## src/rtl/speed_ramp_controller_if.sv

```systemverilog
// Request/status bundle between a speed requester and speed_ramp_controller.
// master: requester side (drives req/target/stop, observes status and speed).
// slave : controller side (drives ack, speed, div_rst, busy, done).
interface speed_ramp_controller_if #(
   parameter int SPEED_W = 20
);
   logic               req;
   logic [SPEED_W-1:0] target;
   logic               stop;
   logic               ack;
   logic [SPEED_W-1:0] speed;
   logic               div_rst;
   logic               busy;
   logic               done;

   modport master (
      output req, target, stop,
      input  ack, speed, div_rst, busy, done
   );

   modport slave (
      input  req, target, stop,
      output ack, speed, div_rst, busy, done
   );
endinterface

```

## src/rtl/speed_ramp_controller.sv

```systemverilog
// Ramps the clock divider's speed toward a requested target in bounded steps.
// Latency: ack/done one edge after a sampled req; steps every STEP_CYCLES edges.
// Backpressure: req is only accepted in IDLE; the requester holds req until ack.
// Ports: clk, rst (async, active-high); bus.slave carries req/target/stop in and
// ack/speed/div_rst/busy/done out, all outputs registered.
module speed_ramp_controller #(
   parameter int SPEED_W     = 20,
   parameter int STEP        = 1000,
   parameter int STEP_CYCLES = 50000,
   parameter int MIN_SPEED   = 1,
   parameter int MAX_SPEED   = 1000000,
   parameter int INIT_SPEED  = 1
) (
   input  logic                    clk,
   input  logic                    rst,
   speed_ramp_controller_if.slave  bus
);

   localparam int                 CNT_W    = $clog2(STEP_CYCLES);
   localparam logic [CNT_W-1:0]   CNT_LAST = CNT_W'(STEP_CYCLES - 1);
   localparam logic [SPEED_W:0]   STEP_V   = (SPEED_W+1)'(STEP);
   localparam logic [SPEED_W-1:0] MIN_V    = SPEED_W'(MIN_SPEED);
   localparam logic [SPEED_W-1:0] MAX_V    = SPEED_W'(MAX_SPEED);
   localparam logic [SPEED_W-1:0] INIT_V   = SPEED_W'(INIT_SPEED);

   typedef enum logic {IDLE = 1'b0, RAMP = 1'b1} state_t;

   state_t             state_q, state_d;
   logic [CNT_W-1:0]   cnt_q, cnt_d;
   logic [SPEED_W-1:0] tgt_q, tgt_d;
   logic [SPEED_W-1:0] speed_q, speed_d;
   logic               ack_q, ack_d;
   logic               busy_q, busy_d;
   logic               done_q, done_d;
   logic               div_rst_q;

   logic [SPEED_W-1:0] tgt_clamped;
   logic               tgt_is_cur;
   logic               step_edge;
   logic               step_up;
   logic [SPEED_W:0]   diff;
   logic               step_hits;
   logic [SPEED_W-1:0] step_speed;

   // Request clamp and step arithmetic. Difference is one bit wider than the
   // speed so neither the subtraction nor the compare can wrap at the extremes.
   always_comb begin
      tgt_clamped = bus.target;
      if (bus.target < MIN_V) begin
         tgt_clamped = MIN_V;
      end else if (bus.target > MAX_V) begin
         tgt_clamped = MAX_V;
      end
      tgt_is_cur = (tgt_clamped == speed_q);

      step_edge = (cnt_q == CNT_LAST);
      step_up   = ({1'b0, tgt_q} > {1'b0, speed_q});
      diff      = step_up ? ({1'b0, tgt_q} - {1'b0, speed_q})
                          : ({1'b0, speed_q} - {1'b0, tgt_q});
      // A remaining gap of at most STEP is closed exactly, so no overshoot.
      step_hits = (diff <= STEP_V);
      if (step_hits) begin
         step_speed = tgt_q;
      end else if (step_up) begin
         // diff > STEP here, so STEP fits in SPEED_W bits and the add cannot wrap.
         step_speed = speed_q + STEP_V[SPEED_W-1:0];
      end else begin
         step_speed = speed_q - STEP_V[SPEED_W-1:0];
      end
   end

   // State register plus the registered outputs and datapath.
   always_ff @(posedge clk or posedge rst) begin
      if (rst) begin
         state_q   <= IDLE;
         cnt_q     <= '0;
         tgt_q     <= INIT_V;
         speed_q   <= INIT_V;
         ack_q     <= 1'b0;
         busy_q    <= 1'b0;
         done_q    <= 1'b0;
         div_rst_q <= 1'b1;
      end else begin
         state_q   <= state_d;
         cnt_q     <= cnt_d;
         tgt_q     <= tgt_d;
         speed_q   <= speed_d;
         ack_q     <= ack_d;
         busy_q    <= busy_d;
         done_q    <= done_d;
         // Divider leaves reset on the first edge after rst and stays out.
         div_rst_q <= 1'b0;
      end
   end

   // Next-state logic.
   always_comb begin
      state_d = state_q;
      case (state_q)
         IDLE: begin
            if (bus.req && !tgt_is_cur) begin
               state_d = RAMP;
            end
         end
         RAMP: begin
            // stop takes priority over a coincident step.
            if (bus.stop) begin
               state_d = IDLE;
            end else if (step_edge && step_hits) begin
               state_d = IDLE;
            end
         end
         default: state_d = IDLE;
      endcase
   end

   // Next values of the registered outputs and datapath.
   always_comb begin
      cnt_d   = cnt_q;
      tgt_d   = tgt_q;
      speed_d = speed_q;
      ack_d   = 1'b0;
      busy_d  = busy_q;
      done_d  = 1'b0;
      case (state_q)
         IDLE: begin
            busy_d = 1'b0;
            if (bus.req) begin
               ack_d = 1'b1;
               tgt_d = tgt_clamped;
               if (tgt_is_cur) begin
                  done_d = 1'b1;
               end else begin
                  busy_d = 1'b1;
                  cnt_d  = '0;
               end
            end
         end
         RAMP: begin
            if (bus.stop) begin
               // Abort: speed holds, no done pulse.
               busy_d = 1'b0;
               cnt_d  = '0;
            end else if (step_edge) begin
               cnt_d   = '0;
               speed_d = step_speed;
               if (step_hits) begin
                  busy_d = 1'b0;
                  done_d = 1'b1;
               end
            end else begin
               cnt_d = cnt_q + 1'b1;
            end
         end
         default: begin
            busy_d = 1'b0;
            cnt_d  = '0;
         end
      endcase
   end

   assign bus.ack     = ack_q;
   assign bus.speed   = speed_q;
   assign bus.div_rst = div_rst_q;
   assign bus.busy    = busy_q;
   assign bus.done    = done_q;

endmodule

```

## src/flat_wrapper.sv

```systemverilog
// flat-port wrapper written by rule: the top's interface ports become plain ports
module speed_ramp_controller_flat 
#(
   parameter int SPEED_W     = 20,
   parameter int STEP        = 1000,
   parameter int STEP_CYCLES = 50000,
   parameter int MIN_SPEED   = 1,
   parameter int MAX_SPEED   = 1000000,
   parameter int INIT_SPEED  = 1
)
  (clk, rst, bus_req, bus_target, bus_stop, bus_ack, bus_speed, bus_div_rst, bus_busy, bus_done);
  speed_ramp_controller_if #(.SPEED_W(SPEED_W)) bus_i ();
  input  logic clk;
  input  logic rst;
  input wire logic [$bits(bus_i.req)-1:0] bus_req;
  input wire logic [$bits(bus_i.target)-1:0] bus_target;
  input wire logic [$bits(bus_i.stop)-1:0] bus_stop;
  output wire logic [$bits(bus_i.ack)-1:0] bus_ack;
  output wire logic [$bits(bus_i.speed)-1:0] bus_speed;
  output wire logic [$bits(bus_i.div_rst)-1:0] bus_div_rst;
  output wire logic [$bits(bus_i.busy)-1:0] bus_busy;
  output wire logic [$bits(bus_i.done)-1:0] bus_done;
  assign bus_i.req = bus_req;
  assign bus_i.target = bus_target;
  assign bus_i.stop = bus_stop;
  assign bus_ack = bus_i.ack;
  assign bus_speed = bus_i.speed;
  assign bus_div_rst = bus_i.div_rst;
  assign bus_busy = bus_i.busy;
  assign bus_done = bus_i.done;
  speed_ramp_controller #(.SPEED_W(SPEED_W), .STEP(STEP), .STEP_CYCLES(STEP_CYCLES), .MIN_SPEED(MIN_SPEED), .MAX_SPEED(MAX_SPEED), .INIT_SPEED(INIT_SPEED)) u_core (.clk(clk), .rst(rst), .bus(bus_i));
endmodule
```

## config.mk

```make
export PLATFORM = sky130hd
export DESIGN_NAME = speed_ramp_controller_flat
export DESIGN_NICKNAME = d
export VERILOG_FILES = /design/src/rtl/speed_ramp_controller_if.sv /design/src/rtl/speed_ramp_controller.sv /design/src/flat_wrapper.sv
export SDC_FILE = /design/constraint.sdc
export NUM_CORES = 1
export LEC_CHECK = 0
export CAP_MARGIN = 20
export CELL_PAD_IN_SITES_DETAIL_PLACEMENT = 1
export CELL_PAD_IN_SITES_GLOBAL_PLACEMENT = 1
export CORE_ASPECT_RATIO = 1.2
export CORE_MARGIN = 2
export CORE_UTILIZATION = 41
export CTS_CLUSTER_DIAMETER = 30
export DETAILED_ROUTE_END_ITERATION = 8
export GPL_ROUTABILITY_DRIVEN = 0
export PLACE_DENSITY = 0.83
export SYNTH_ARGS = -nofsm -noshare
export SYNTH_HDL_FRONTEND = slang
export SYNTH_SLANG_ARGS = --single-unit
```

## constraint.sdc

```tcl
create_clock -name clk -period 4.4 [get_ports clk]
set_input_delay 0.66 -clock clk [delete_from_list [all_inputs] [get_ports clk]]
set_output_delay 0.66 -clock clk [all_outputs]
set_load 0.1 [all_outputs]
```

==> results.md, run 1 <==
* Avg WL per Cell at 24.1 microns
* DR WL met3 at 1340 microns
* Number of antenna violations at the first check in global routing at 0
* Final Cycle Share at 104%
* Cell row count at 48
* Worst path cell trace: clkdlybuf4s50_1 > nor4_1 > buf_4 > and4_1 > a41o_1 > nor2_1 > buf_4 > nor2_1 > o32ai_1 > nand3_1 > nor4_1 > buf_4 > nand4_1 > buf_4 > a21oi_1 > buf_4 > o21ai_0 > o21ai_0
* Highest Signal Layer: met4
* Vias in the first global route at 6980
* Primary FF master, synth: dfrtp_1
* H-tree Lvls at 3
* Status: finished with violations
* Chip Height at 136 microns
* Endpoint class of the critical path: flop
* Input/output buffers at 47
* Cell Int Power at 1710 uW
* Max Cap Viol at 0
* Post-synthesis async set-or-reset flop share at 100%
* Pwr Density at 365 mW/mm^2
* Post-route setup slack at -0.183 ns
* Setup TNS at -2.45 ns
* CTS tree: yes
* Setup-failing EPs final at 18
* CP Data Required Time at 4.66 ns
* Sequential power share at 22.7%
* Worst R2R Start: u_core.bus.speed[8]
* Synthesized flop and latch total at 61
* Avg Cell Area, Syn at 8.01 sq um
* Slew Viols, Final at 0
* Die width at 114 microns
* Mapped Area at 0.00598 sq mm
* DRC viols at 0
* Post-DP Area at 0.00734 sq mm
* Critical Path Start Type: primary input
* Worst reg-to-reg path cell count at 22
* First-pass GRT wire length at 36700 microns
* Switching Fraction at 41.1%
* Sequential area share after synthesis at 25.6%
* Arrival time worst endpoint at 4.84 ns
* # diodes at 0
* P_sw at 1190 uW
* Root buf cell: clkbuf_16
* Clock Power Share at 27.3%
* Failing checks: negative setup slack
* Core area at 0.0144 sq mm
* RSZ-0062 raised after global routing: yes
* Deepest clock path buffer count at 2
* Number of buffers created by CTS at 9
* Total Wirelength at 25600 microns
* Worst Setup SP: bus_target[10]
* Worst-Margin Slew at 1.03 ns
* Leakage at 0.00368 uW
* Post-synth net total at 830
* Total track usage at 30.4%
* Layout cell share with drive strength beyond 1 at 24.2%
* DRT met1 WL at 9780 microns
* Number of buffers and inverters on the critical path at 6
* Max frequency at 218 MHz
* IO Count at 48
* Final hold violation count at 0
* WL met2 at 12800 microns
* Initial DRC Count at 522
* Comb pwr share at 50.0%
* DRT Pass-1 Iters at 5
* Die area at 0.0156 sq mm
* Number of antenna-violating nets in the routed design at 0
* Slowest-stage cell, CP: clkdlybuf4s50_1
* TritonCTS Sinks at 61
* Slowest cell delay on critical path at 0.67 ns
* Clock skew at 0.0108 ns
* Total number of vias at 6742
* Via density at 6.35
* Relative slew slack at 31.1%
* DP HPWL at 17700 microns
* GRT overflow at 0
* R2R Path End: u_core.bus.speed[17]
* Crit Path Category: in -> reg
* Class of the worst hold path: reg -> reg
* Mapped Cells at 747
* Nets at 965
* Reg clk slew, reported paths at 0.05 ns
* Crit path depth at 18
* Skew-Pair Late Insertion Delay at 0.36 ns
* Number of synthesized flops with an enable pin at 0
* Synth Warn # at 0
* CP endpoint: u_core.cnt_q[2]
* Most frequent CP cell: buf_4
* Crit-path leading delay family: buffers and inverters
* Netlist cell types at 71
* CP max FO at 9
* Design Area, Final at 0.00796 sq mm
* Effective utilization at floorplan at 41.7%
* Area Overhead vs Synth at 33.0%
* Min Clock Period, post-route at 4.58 ns
* Largest net degree at the start of global routing at 32
* Reg2reg setup slack at 0.02 ns
* Worst vdd ir at 0.241 mV
==> worst reg2reg max path: stages, from the launching register on <==
cell	delay [ns]
dfrtp_2	0.41
inv_2	0.08
ha_1	0.27
buf_4	0.19
a21oi_4	0.18
o21ai_4	0.09
a31oi_4	0.19
a31oi_4	0.14
o21ai_4	0.21
inv_2	0.09
buf_4	0.16
ha_1	0.44
nand2_1	0.11
o21ai_2	0.22
a41o_1	0.26
nor4_4	0.06
buf_4	0.16
nor3b_1	0.35
o21a_1	0.17
nor2_1	0.05
xnor2_1	0.20
mux2i_1	0.11
o21ai_1	0.15
==> layout by cell type, fill, tap and decap left out, drive strengths merged, types with 12 or more instances in the layout <==
cell type      synthesis  layout
clkdlybuf4s50          0      47
nor3                  12      12
a21o                  15      15
nand4                 15      15
a21oi                 50      50
buf                   17     109
xnor2                 33      33
dfrtp                 58      58
mux2i                 22      22
a31oi                 12      12
nor2                  47      47
ha                    56      56
nand3                 19      19
nand2                 80      80
inv                   59      60
xor2                  18      18
nor4                  13      13
o21ai                 80      80
==> area by class of cell <==
type / instances / area (sq um)
fill: 1692 / 6400
multi-input combinational: 595 / 4360
sequential: 61 / 1550
timing repair buffer: 156 / 1290
clock buffer: 10 / 229
inverter: 59 / 221
tap: 175 / 219
clock inverter: 6 / 86.3
==> per-stage QoR <==
stage | instances | utilization, % | total power, uW | hold WS [ns] | setup slack [ns]
finish | 1062 | 55.4 | 2900 | 0.518 | -0.183
global route | 1062 | 55.4 | 3020 | 0.555 | -0.263
CTS | 1056 | 53.6 | 2730 | 0.522 | 0.0252
detailed placement | 1037 | 51.1 | 1910 | 0.514 | -0.120
global placement | 1037 | 51.1 | 1830 | 0.473 | -0.000496
floorplan | 747 | - | 1460 | 0.450 | -0.316
==> power by group through the flow <==
stage	Clock, uW	Combinational [uW]	Sequential, uW
CTS	790	1290	651
global placement	0	1180	654
detailed placement	0	1250	660
floorplan	0	793	672
global route	817	1530	663
finish	791	1450	660
==> routing by layer <==
| metal | up-vias | track usage (%) |
|---|---|---|
| met5 | - | 0 |
| met4 | 0 | 18.0 |
| met3 | 122 | 3.74 |
| met2 | 306 | 54.0 |
| met1 | 3368 | 34.9 |
| li1 | 2946 | - |
==> Yosys cell counts (all sizes together) (8+ instances only) <==
cell / number / area share, %
a21o: 15 / 1.9
nor2: 47 / 2.9
o21a: 9 / 1.1
nor4: 13 / 1.4
inv: 59 / 3.7
nand2: 80 / 5.0
buf: 17 / 1.7
ha: 56 / 12
nand3: 19 / 1.6
clkbuf: 15 / 0.94
a31oi: 12 / 1.9
o21ai: 80 / 6.8
a21oi: 50 / 4.2
mux2: 8 / 1.5
nand4: 15 / 1.7
nor3: 12 / 1.0
xor2: 18 / 2.6
and3: 9 / 0.94
mux2i: 22 / 3.7
xnor2: 33 / 4.8
dfrtp: 58 / 24
==> how the worst min path moves through the flow <==
| stage | from | end | slack [ns] | depth (start not counted) |
|---|---|---|---|---|
| detailed placement | u_core.cnt_q[0] | u_core.cnt_q[0] | 0.51 | 1 |
| finish | u_core.cnt_q[15] | u_core.cnt_q[15] | 0.52 | 1 |
| global route | u_core.cnt_q[10] | u_core.cnt_q[10] | 0.56 | 1 |
| CTS | u_core.cnt_q[15] | u_core.cnt_q[15] | 0.52 | 1 |
| global placement | u_core.cnt_q[15] | u_core.cnt_q[15] | 0.47 | 1 |
| floorplan | u_core.cnt_q[15] | u_core.cnt_q[15] | 0.45 | 1 |
==> sequential cells by signal (all words and copies together), names as in the netlist <==
signal              flops
u_core.cnt_q           16
u_core.bus.speed       20
u_core.state_q          1
u_core.bus.div_rst      1
u_core.bus.done         1
u_core.bus.ack          1
u_core.bus.busy         1
u_core.tgt_q           20
==> repair_timing <==
item | CTS | global route
setup endpoints to repair | 5 | 8
pin swaps | 5 | 15
gates resized for setup | 5 | 40
endpoints found under the hold margin | 0 | 0
cloned | 0 | 0
hold buffers | 0 | 0
setup buffers | 3 | 6
==> kinds of logic (layout without fill, tap and decap cells) <==
group / after synthesis / in the layout / synth area share (%)
xor+xnor: 51 / 51 / 7.47
buf+inv: 91 / 231 / 6.32
compound gates: 225 / 225 / 24.2
flops: 61 / 61 / 25.6
mux: 30 / 30 / 5.19
other cells: 1 / 1 / 0.0627
simple gates: 229 / 229 / 18.5
fa+ha+maj: 59 / 59 / 12.7
Power figures use the tool's default switching activity.
==> run 2: changes to the inputs <==
--- a/config.mk
+++ b/config.mk
@@ -9,7 +9,7 @@
 export CELL_PAD_IN_SITES_DETAIL_PLACEMENT = 1
 export CELL_PAD_IN_SITES_GLOBAL_PLACEMENT = 1
 export CORE_ASPECT_RATIO = 1.2
-export CORE_MARGIN = 2
+export CORE_MARGIN = 5
 export CORE_UTILIZATION = 41
 export CTS_CLUSTER_DIAMETER = 30
 export DETAILED_ROUTE_END_ITERATION = 8
==> results.md, run 2 (same netlist as run 1, synthesis figures left out) <==
* Status: complete, no violations
* DRT Pass-1 Iters at 4
* Deepest clock path buffer count at 2
* Number of antenna violations at the first check in global routing at 0
* Final Cycle Share at 99.9%
* CTS tree: yes
* Largest net degree at the start of global routing at 37
* Sequential power share at 23.2%
* P_sw at 1160 uW
* Max Cap Viol at 0
* Avg WL per Cell at 23.5 microns
* Min-delay src: u_core.cnt_q[2]
* Area Overhead vs Synth at 33.6%
* Total track usage at 28.2%
* Number of buffers created by CTS at 9
* R2R Path End: u_core.bus.speed[17]
* Vias in the first global route at 7035
* GRT overflow at 0
* Worst reg-to-reg path cell count at 21
* Die area at 0.0171 sq mm
* Reg clk slew, reported paths at 0.05 ns
* Worst R2R Start: u_core.tgt_q[18]
* Total number of vias at 6571
* WHS Path Cells at 1
* DRC viols at 0
* Via density at 6.16
* Hold_buf cts at 0
* Finished Layout Cells at 1067
* Clock skew at 0.00714 ns
* Reg2reg setup slack at 0.006 ns
* Design Area, Final at 0.00800 sq mm
* Nets at 970
* Root buf cell: clkbuf_16
* Cell row count at 48
* Final hold violation count at 0
* Initial DRC Count at 397
* Skew-Pair Late Insertion Delay at 0.35 ns
* Chip Height at 142 microns
* Die width at 120 microns
* Input/output buffers at 47
* Min Clock Period, post-route at 4.39 ns
* Setup-failing EPs final at 0
* TritonCTS Sinks at 61
* Post-DP Area at 0.00737 sq mm
* Max frequency at 228 MHz
* Commonest non-fill, non-tap cells in the layout: 111 x buf_4, 78 x nand2_1, 56 x o21ai_0, 51 x inv_1, 47 x clkdlybuf4s50_1
* RSZ-0062 raised after global routing: yes
* Relative slew slack at 30.5%
* Number of antenna-violating nets in the routed design at 0
* WHS at 0.497 ns
* Switching Fraction at 40.9%
* Class of the worst hold path: reg -> reg
* Slew Viols, Final at 0
* Placed Cells at 1040
* CP Data Required Time at 4.61 ns
* IO Count at 48
* DP HPWL at 17700 microns
* Leading cell type in the layout, fill and taps excluded: buf_4
* Comb pwr share at 51.1%
* Worst-Margin Slew at 1.04 ns
* First-pass GRT wire length at 37800 microns
* Worst vdd ir at 0.214 mV
* Core area at 0.0144 sq mm
* Endpoint class of the critical path: flop
* Critical Path Start Type: flop
* Cell Int Power at 1680 uW
* CP max FO at 7
* Leakage at 0.00372 uW
* Pwr Density at 355 mW/mm^2
* Total Wirelength at 25100 microns
* # diodes at 0
* Effective utilization at floorplan at 41.7%
* Clock Power Share at 25.7%
* Crit Path Category: reg -> reg
* Setup TNS at 0 ns
* H-tree Lvls at 3
* Hold EP: u_core.cnt_q[2]
* Arrival time worst endpoint at 4.61 ns
* Layout cell share with drive strength beyond 1 at 24.1%
==> run 2: changes by cell type in the layout (fill, tap and decap cells not counted), sizes merged <==
cell | before | now
buf | 109 | 114
clkbuf | 10 | 12
bufinv | 2 | 1
inv | 60 | 59
==> run 2: worst max path at each step <==
stage / cells after the start / to / slack [ns] / start
5_1_grt: 19 / u_core.bus.speed[19] / -0.21 / u_core.tgt_q[18]
2_1_floorplan: 22 / u_core.bus.speed[19] / -0.32 / u_core.bus.speed[11]
4_1_cts: 21 / u_core.bus.speed[19] / 0.003 / u_core.bus.speed[7]
3_3_place_gp: 21 / u_core.bus.speed[19] / 0.02 / u_core.tgt_q[0]
3_5_place_dp: 21 / u_core.bus.speed[19] / -0.14 / u_core.tgt_q[0]
6_report: 21 / u_core.bus.speed[17] / 0.006 / u_core.tgt_q[18]
==> run 2: cell type report <==
class                   count  area (sq um)
inverters                  59           221
clock buffers              12           246
multi-input cells         595          4360
fillers                  1704          6360
flip-flops and latches     61          1550
well taps                 175           219
repair buffers            161          1350
clock inverters             4          47.5
==> run 2: through the flow <==
stage | worst slack, ns | util, % | power [uW]
6_report | 0.00646 | 55.7 | 2840
5_1_grt | -0.208 | 55.7 | 2960
4_1_cts | 0.00259 | 54.1 | 2700
3_5_place_dp | -0.139 | 51.4 | 1910
3_3_place_gp | 0.0169 | 51.4 | 1850
2_1_floorplan | -0.316 | - | 1460
==> run 2: critical path: stages (launching register included) <==
cell and delay, ns:
dfrtp_1 0.44, ha_4 0.35, buf_4 0.15, nand4_1 0.20, nor4_4 0.42, nand2_2 0.14, o21ai_2 0.12, inv_2 0.09
buf_4 0.16, ha_1 0.31, a21o_1 0.19, a21oi_2 0.17, o21ai_2 0.09, a41o_1 0.23, nor4_4 0.27, buf_4 0.17
nor3b_2 0.04, o21a_1 0.20, nor2_2 0.16, xnor2_2 0.11, mux2i_1 0.15, o21ai_1 0.08
==> run 2: power groups by stage <==
stage | Sequential [uW] | Combinational (uW) | Clock, uW
finish | 657 | 1450 | 729
global route | 660 | 1540 | 763
CTS | 650 | 1310 | 737
detailed placement | 656 | 1250 | 0
global placement | 651 | 1200 | 0
floorplan | 672 | 793 | 0
==> run 2: repair_timing <==
| item | 4_1_cts | 5_1_grt |
|---|---|---|
| cloned | 0 | 0 |
| pin swaps | 7 | 19 |
| gates resized for setup | 8 | 34 |
| endpoints found under the setup margin | 2 | 22 |
| setup buffers | 5 | 6 |
| hold endpoints to repair | 0 | 0 |
==> run 2: routing by layer <==
layer  track usage (%)  vias up  share of wire [%]
met5                 0        -                  0
met3              3.90      123                4.3
li1                  -     2949                  -
met1              31.4     3236                 38
met4              20.3        0                7.8
met2              49.4      263                 50
==> run 3: changes to the inputs <==
--- a/config.mk
+++ b/config.mk
@@ -9,11 +9,12 @@
 export CELL_PAD_IN_SITES_DETAIL_PLACEMENT = 1
 export CELL_PAD_IN_SITES_GLOBAL_PLACEMENT = 1
 export CORE_ASPECT_RATIO = 1.2
-export CORE_MARGIN = 5
+export CORE_MARGIN = 2
 export CORE_UTILIZATION = 41
 export CTS_CLUSTER_DIAMETER = 30
 export DETAILED_ROUTE_END_ITERATION = 8
 export GPL_ROUTABILITY_DRIVEN = 0
+export HOLD_SLACK_MARGIN = 0.05
 export PLACE_DENSITY = 0.83
 export SYNTH_ARGS = -nofsm -noshare
 export SYNTH_HDL_FRONTEND = slang
==> results of run 3 <==
The final DEF is identical to that of run 1; final timing and power are the same.
